==> src/rtl/irs_ps_responder_pkg.sv <==
// irs_ps_responder_pkg: shared phase-shift constants, FSM encoding and limit helper
package irs_ps_responder_pkg;
  localparam int PS_LATENCY_DEF = 4;
  localparam int PHASE_MAX_DEF = 255;
  localparam int LOCK_EDGES_DEF = 3;
  localparam int PHASE_W = 9;
  typedef enum logic [1:0] {
    PS_IDLE       = 2'd0,
    PS_SHIFT_WAIT = 2'd1,
    PS_DONE       = 2'd2
  } ps_state_e;
  function automatic logic at_limit(logic [PHASE_W-1:0] p, logic inc, int pmax);
    return inc ? p == PHASE_W'(pmax) : p == PHASE_W'(-pmax);
  endfunction
endpackage

==> src/rtl/irs_ps_strobe_delay.sv <==
// irs_ps_strobe_delay: strobe rising-edge detect and phase-dependent delayed pulse
module irs_ps_strobe_delay
  import irs_ps_responder_pkg::*;
#(
  parameter int PHASE_MAX = PHASE_MAX_DEF
) (
  input  logic               clk_i,
  input  logic               rst_i,
  input  logic               strobe_i,
  input  logic [PHASE_W-1:0] phase_i,
  output logic               rise_o,
  output logic               strobe_delayed_o
);
  localparam int DW = PHASE_W + 1;
  logic          strobe_q, pend_q, pend_d, pulse_q, pulse_d;
  logic [DW-1:0] cnt_q, cnt_d;
  // A fresh edge always reloads the count, which also aborts a pending pulse
  always_comb begin
    rise_o  = strobe_i & ~strobe_q;
    pulse_d = pend_q && cnt_q == '0 && !rise_o;
    pend_d  = rise_o || (pend_q && cnt_q != '0);
    cnt_d   = rise_o ? {phase_i[PHASE_W-1], phase_i} + DW'(PHASE_MAX)
            : (pend_q && cnt_q != '0) ? cnt_q - DW'(1) : cnt_q;
  end
  always_ff @(posedge clk_i or posedge rst_i)
    if (rst_i) begin
      strobe_q <= 1'b0;
      pend_q   <= 1'b0;
      pulse_q  <= 1'b0;
      cnt_q    <= '0;
    end else begin
      strobe_q <= strobe_i;
      pend_q   <= pend_d;
      pulse_q  <= pulse_d;
      cnt_q    <= cnt_d;
    end
  assign strobe_delayed_o = pulse_q;
endmodule

==> src/rtl/irs_ps_responder.sv <==
// irs_ps_responder: PSEN/PSINCDEC/PSDONE responder with phase register and strobe lock
module irs_ps_responder
  import irs_ps_responder_pkg::*;
#(
  parameter int PS_LATENCY = PS_LATENCY_DEF,
  parameter int PHASE_MAX  = PHASE_MAX_DEF,
  parameter int LOCK_EDGES = LOCK_EDGES_DEF
) (
  input  logic               clk_i,
  input  logic               rst_i,
  input  logic               psen_i,
  input  logic               psincdec_i,
  output logic               psdone_o,
  output logic [PHASE_W-1:0] phase_o,
  output logic [7:0]         status_o,
  output logic               locked_o,
  input  logic               strobe_i,
  output logic               strobe_delayed_o
);
  localparam int CW = $clog2(PS_LATENCY + 1);
  localparam int EW = $clog2(LOCK_EDGES + 1);
  ps_state_e          state_q, state_d;
  logic [CW-1:0]      cnt_q, cnt_d;
  logic [EW-1:0]      ecnt_q, ecnt_d;
  logic [PHASE_W-1:0] phase_q, phase_d;
  logic               dir_q, dir_d, done_q, done_d, ovf_q, ovf_d, lim, rise;
  irs_ps_strobe_delay #(.PHASE_MAX(PHASE_MAX)) u_dly (
    .clk_i           (clk_i),
    .rst_i           (rst_i),
    .strobe_i        (strobe_i),
    .phase_i         (phase_q),
    .rise_o          (rise),
    .strobe_delayed_o(strobe_delayed_o)
  );
  assign locked_o = ecnt_q == EW'(LOCK_EDGES);
  always_comb begin
    state_d = state_q;
    cnt_d   = cnt_q;
    dir_d   = dir_q;
    done_d  = 1'b0;
    phase_d = phase_q;
    ovf_d   = ovf_q;
    lim     = at_limit(phase_q, dir_q, PHASE_MAX);
    ecnt_d  = (rise && !locked_o) ? ecnt_q + EW'(1) : ecnt_q;
    case (state_q)
      PS_IDLE:
        if (psen_i && locked_o) begin
          state_d = PS_SHIFT_WAIT;
          cnt_d   = CW'(PS_LATENCY - 1);
          dir_d   = psincdec_i;
        end
      PS_SHIFT_WAIT:
        if (cnt_q == '0) begin
          state_d = PS_DONE;
          done_d  = 1'b1;
          ovf_d   = lim;
          phase_d = lim ? phase_q : dir_q ? phase_q + PHASE_W'(1) : phase_q - PHASE_W'(1);
        end else cnt_d = cnt_q - CW'(1);
      default: state_d = PS_IDLE;
    endcase
  end
  always_ff @(posedge clk_i or posedge rst_i)
    if (rst_i) begin
      state_q <= PS_IDLE;
      cnt_q   <= '0;
      ecnt_q  <= '0;
      phase_q <= '0;
      dir_q   <= 1'b0;
      done_q  <= 1'b0;
      ovf_q   <= 1'b0;
    end else begin
      state_q <= state_d;
      cnt_q   <= cnt_d;
      ecnt_q  <= ecnt_d;
      phase_q <= phase_d;
      dir_q   <= dir_d;
      done_q  <= done_d;
      ovf_q   <= ovf_d;
    end
  assign psdone_o = done_q;
  assign phase_o  = phase_q;
  assign status_o = {7'b0, ovf_q};
endmodule

==> config.mk <==
export PLATFORM = sky130hd
export DESIGN_NAME = irs_ps_responder
export DESIGN_NICKNAME = d
export VERILOG_FILES = /design/src/rtl/irs_ps_responder_pkg.sv /design/src/rtl/irs_ps_strobe_delay.sv /design/src/rtl/irs_ps_responder.sv
export SDC_FILE = /design/constraint.sdc
export NUM_CORES = 1
export LEC_CHECK = 0
export BUFFER_PORTS_ARGS = -buffer_cell sky130_fd_sc_hd__buf_2
export CORE_ASPECT_RATIO = 0.6
export CORE_UTILIZATION = 40
export CTS_BUF_LIST = sky130_fd_sc_hd__clkbuf_16
export DETAILED_ROUTE_END_ITERATION = 12
export GPL_TIMING_DRIVEN = 1
export PLACE_DENSITY = 0.58
export SYNTH_ARGS = -nofsm -noshare
export SYNTH_HDL_FRONTEND = slang
export SYNTH_SLANG_ARGS = --single-unit
==> constraint.sdc <==
create_clock -name clk_i -period 4.5 [get_ports clk_i]
set_input_delay 0.45 -clock clk_i [delete_from_list [all_inputs] [get_ports clk_i]]
set_output_delay 0.45 -clock clk_i [all_outputs]
set_load 0.02 [all_outputs]
==> metrics.csv <==
stage,metric,value,unit
global_route,grt_use_total,18.3,%
floorplan,num_rows,19,
cts,clock_path_buffers,2,
cts,clk_latency,0.27,ns
global_route,grt_pass1_wl,7.26,mm
cts,cts_buffers,5,
cts,cts_root_buf,clkbuf_16,
sta,finalCritPeriodShare,56.3,%
critical_path,crit_path_end_kind,flip-flop,
sta,fmax,0.395,GHz
synthesis,syn_inst,206,
routing,drt_iter0_markers,53,
layout,num_antenna_cells,0,
power_and_ir_drop,leakage,1.00,nW
global_route,grt_pass1_vias,1422,
floorplan,initial_utilization,42.6,%
layout,fillCellCount,475,
power_and_ir_drop,power.density,765,mW/mm^2
layout,drive_gt1_share,13.8,%
synthesis,synthDistinctLibCells,41,
sta,tns,0,ns
placed_design,place_area,0.00210,mm^2
flow_run,cap_violations,0,
floorplan,io_pins,25,
global_route,grt_remaining_overflow,0,
layout,seq_area,801,um^2
sta,finalClockSkew,0.00410,ns
routing,drc,0,
layout,syn2layout_area_growth,12.5,%
sta,slew_headroom,30.2,%
critical_path,cp.arrival,2.69,ns
routing,dr.pass1.iters,4,
routing,drt_wl_total,4.11,mm
global_route,antenna_found_initial,0,
placed_design,post-place-ws,2.00,ns
cts,ctsHoldBuffers,0,
floorplan,die_h,56.6,um
cts,cts_tree,built,
layout,final_design_area_no_fill,0.00223,mm^2
cts,postCtsSetupBuffers,0,
sta,post-route-min-period,2.53,ns
status,status,"complete, no violations",
synthesis,avgSynthCellArea,9.64,um^2
synthesis,synth_enable_flop_cells,0,
floorplan,dieArea,0.00526,mm^2
placed_design,port_buffers,17,
layout,multiInputGateArea,0.00108,mm^2
global_route,grt_max_degree,33,
sta,rsz0062_at_grt,no,
cts,h-tree-depth,2,
sta,setup_ws,1.97,ns
cts,cts_sinks,32,
routing,drtAntennaViolNets,0,
routing,viasPerCell,5.11,
synthesis,yosysWarnings,0,
synthesis,seq_area_frac_synth,40.3,%
synthesis,synthArstFlopShare,100,%
synthesis,ys_ff_latch,32,
placed_design,post-dp-hpwl,3.10,mm
cts,ctsResizeCount,0,
critical_path,cp-start-kind,flip-flop,
cts,path_clk_slew,0.05,ns
critical_path,worstSetupPathType,reg -> reg,
layout,final_common_cell,dfrtp_1,
floorplan,die_w,93.0,um
power_and_ir_drop,ir_worst_vdd,0.421,mV
sta,maxSlewViolCount,0,
synthesis,netlist_area,0.00199,mm^2
placed_design,place.gp.congestion,0.787,
routing,vias,1473,
routing,wl_per_cell,14.3,um
sta,tightest_slew,1.04,ns
sta,setup_violations,0,
sta,hold_viol,0,
floorplan,core,0.00466,mm^2
synthesis,synthFlopType,dfrtp_1,
min_path,holdCritPathClass,in -> async,
layout,nets,244,
layout,final_cell_mix,"32 x dfrtp_1, 18 x nand2_1, 17 x buf_2",
critical_path,crit_fanout,17,
critical_path,critPathRequiredTime,4.65,ns
critical_path,r2r_setup_slack,1.97,ns
## sequential cells by signal, indices dropped and copies added (netlist names)
register / flops
ovf_q: 1
dir_q: 1
u_dly.pend_q: 1
psdone_o: 1
u_dly.cnt_q: 10
ecnt_q: 2
cnt_q: 3
u_dly.strobe_delayed_o: 1
u_dly.strobe_q: 1
phase_o: 9
state_q: 2
## synth_stat cells (all sizes together) (7+ instances only)
master	number	share of area, %
a211oi	7	2.6
xor2	7	3.1
o31ai	8	3.7
ha	13	8.2
inv	13	2.5
a21oi	13	3.3
xnor2	10	4.4
nand2	18	3.4
dfrtp	32	40
buf	10	3.8
nor2	11	2.1
o21ai	12	3.0
## metrics by stage
step                      std cells  total power [mW]  hold slack (ns)  util [%]
after detailed placement        281              1.39            0.467      45.1
after global placement          281              1.39            0.468      45.1
after global routing            288              1.86            0.297      48.0
after floorplan                 212              1.19            0.448         -
final                           288              1.71            0.249      48.0
after CTS                       288              1.71            0.266      48.0
## worst max-delay path, cell delays in order (launching register included)
cell     delay [ns]
dfrtp_1        0.42
inv_1          0.18
ha_1           0.41
nand4_1        0.16
o31ai_2        0.91
a21oi_1        0.14
xor2_1         0.19
## cell type report
cell class                 count  share of cell area (%)
clock buffer                   5                    5.60
sequential                    32                    35.8
tap                           63                    3.53
clock inverter                 2                   0.392
inverter                      13                    2.18
multi-input combinational    155                    48.3
timing repair buffer          18                    4.14
## final timing paths
check / start / depth (start not counted) / to
max: dir_q$_DFFE_PP0P_ / 6 / phase_o[8]$_DFFE_PP0P_
min: rst_i / 3 / cnt_q[0]$_DFFE_PP0P_
max reg2reg: dir_q$_DFFE_PP0P_ / 6 / phase_o[8]$_DFFE_PP0P_
min reg2reg: ecnt_q[0]$_DFFE_PP0P_ / 1 / ecnt_q[0]$_DFFE_PP0P_
max in group asynchronous: rst_i / 3 / phase_o[1]$_DFFE_PP0P_
min in group clk_i: strobe_i / 1 / u_dly.strobe_q$_DFF_PP0_
## routing by layer
layer  up-vias  routed length [um]  track usage, %
met1       687                2420            29.3
met2        18                1520            23.0
met5         -                   0               0
met3         7                 117            4.88
li1        761                   -               -
met4         0                  51            5.93
## cells by family (layout without fill, tap and decap cells)
group / count (synthesis) / count (layout) / share of synthesized area (%)
AND/OR/NAND/NOR: 65 / 65 / 18.4
AO/OA/AOI/OAI: 48 / 48 / 15.6
flip-flops: 32 / 32 / 40.3
buffers and inverters: 25 / 38 / 6.68
XOR/XNOR: 17 / 17 / 7.50
adder cells (fa/ha/maj): 14 / 14 / 9.20
multiplexers: 4 / 4 / 2.08
other: 1 / 7 / 0.189
## report_power, final
part / internal, mW / switching, mW / leakage (nW)
combinational: 0.350 / 0.495 / 0.544
sequential: 0.401 / 0.151 / 0.386
clock: 0.198 / 0.115 / 0.0709
Note: power is estimated with default switching activity, not from simulation.
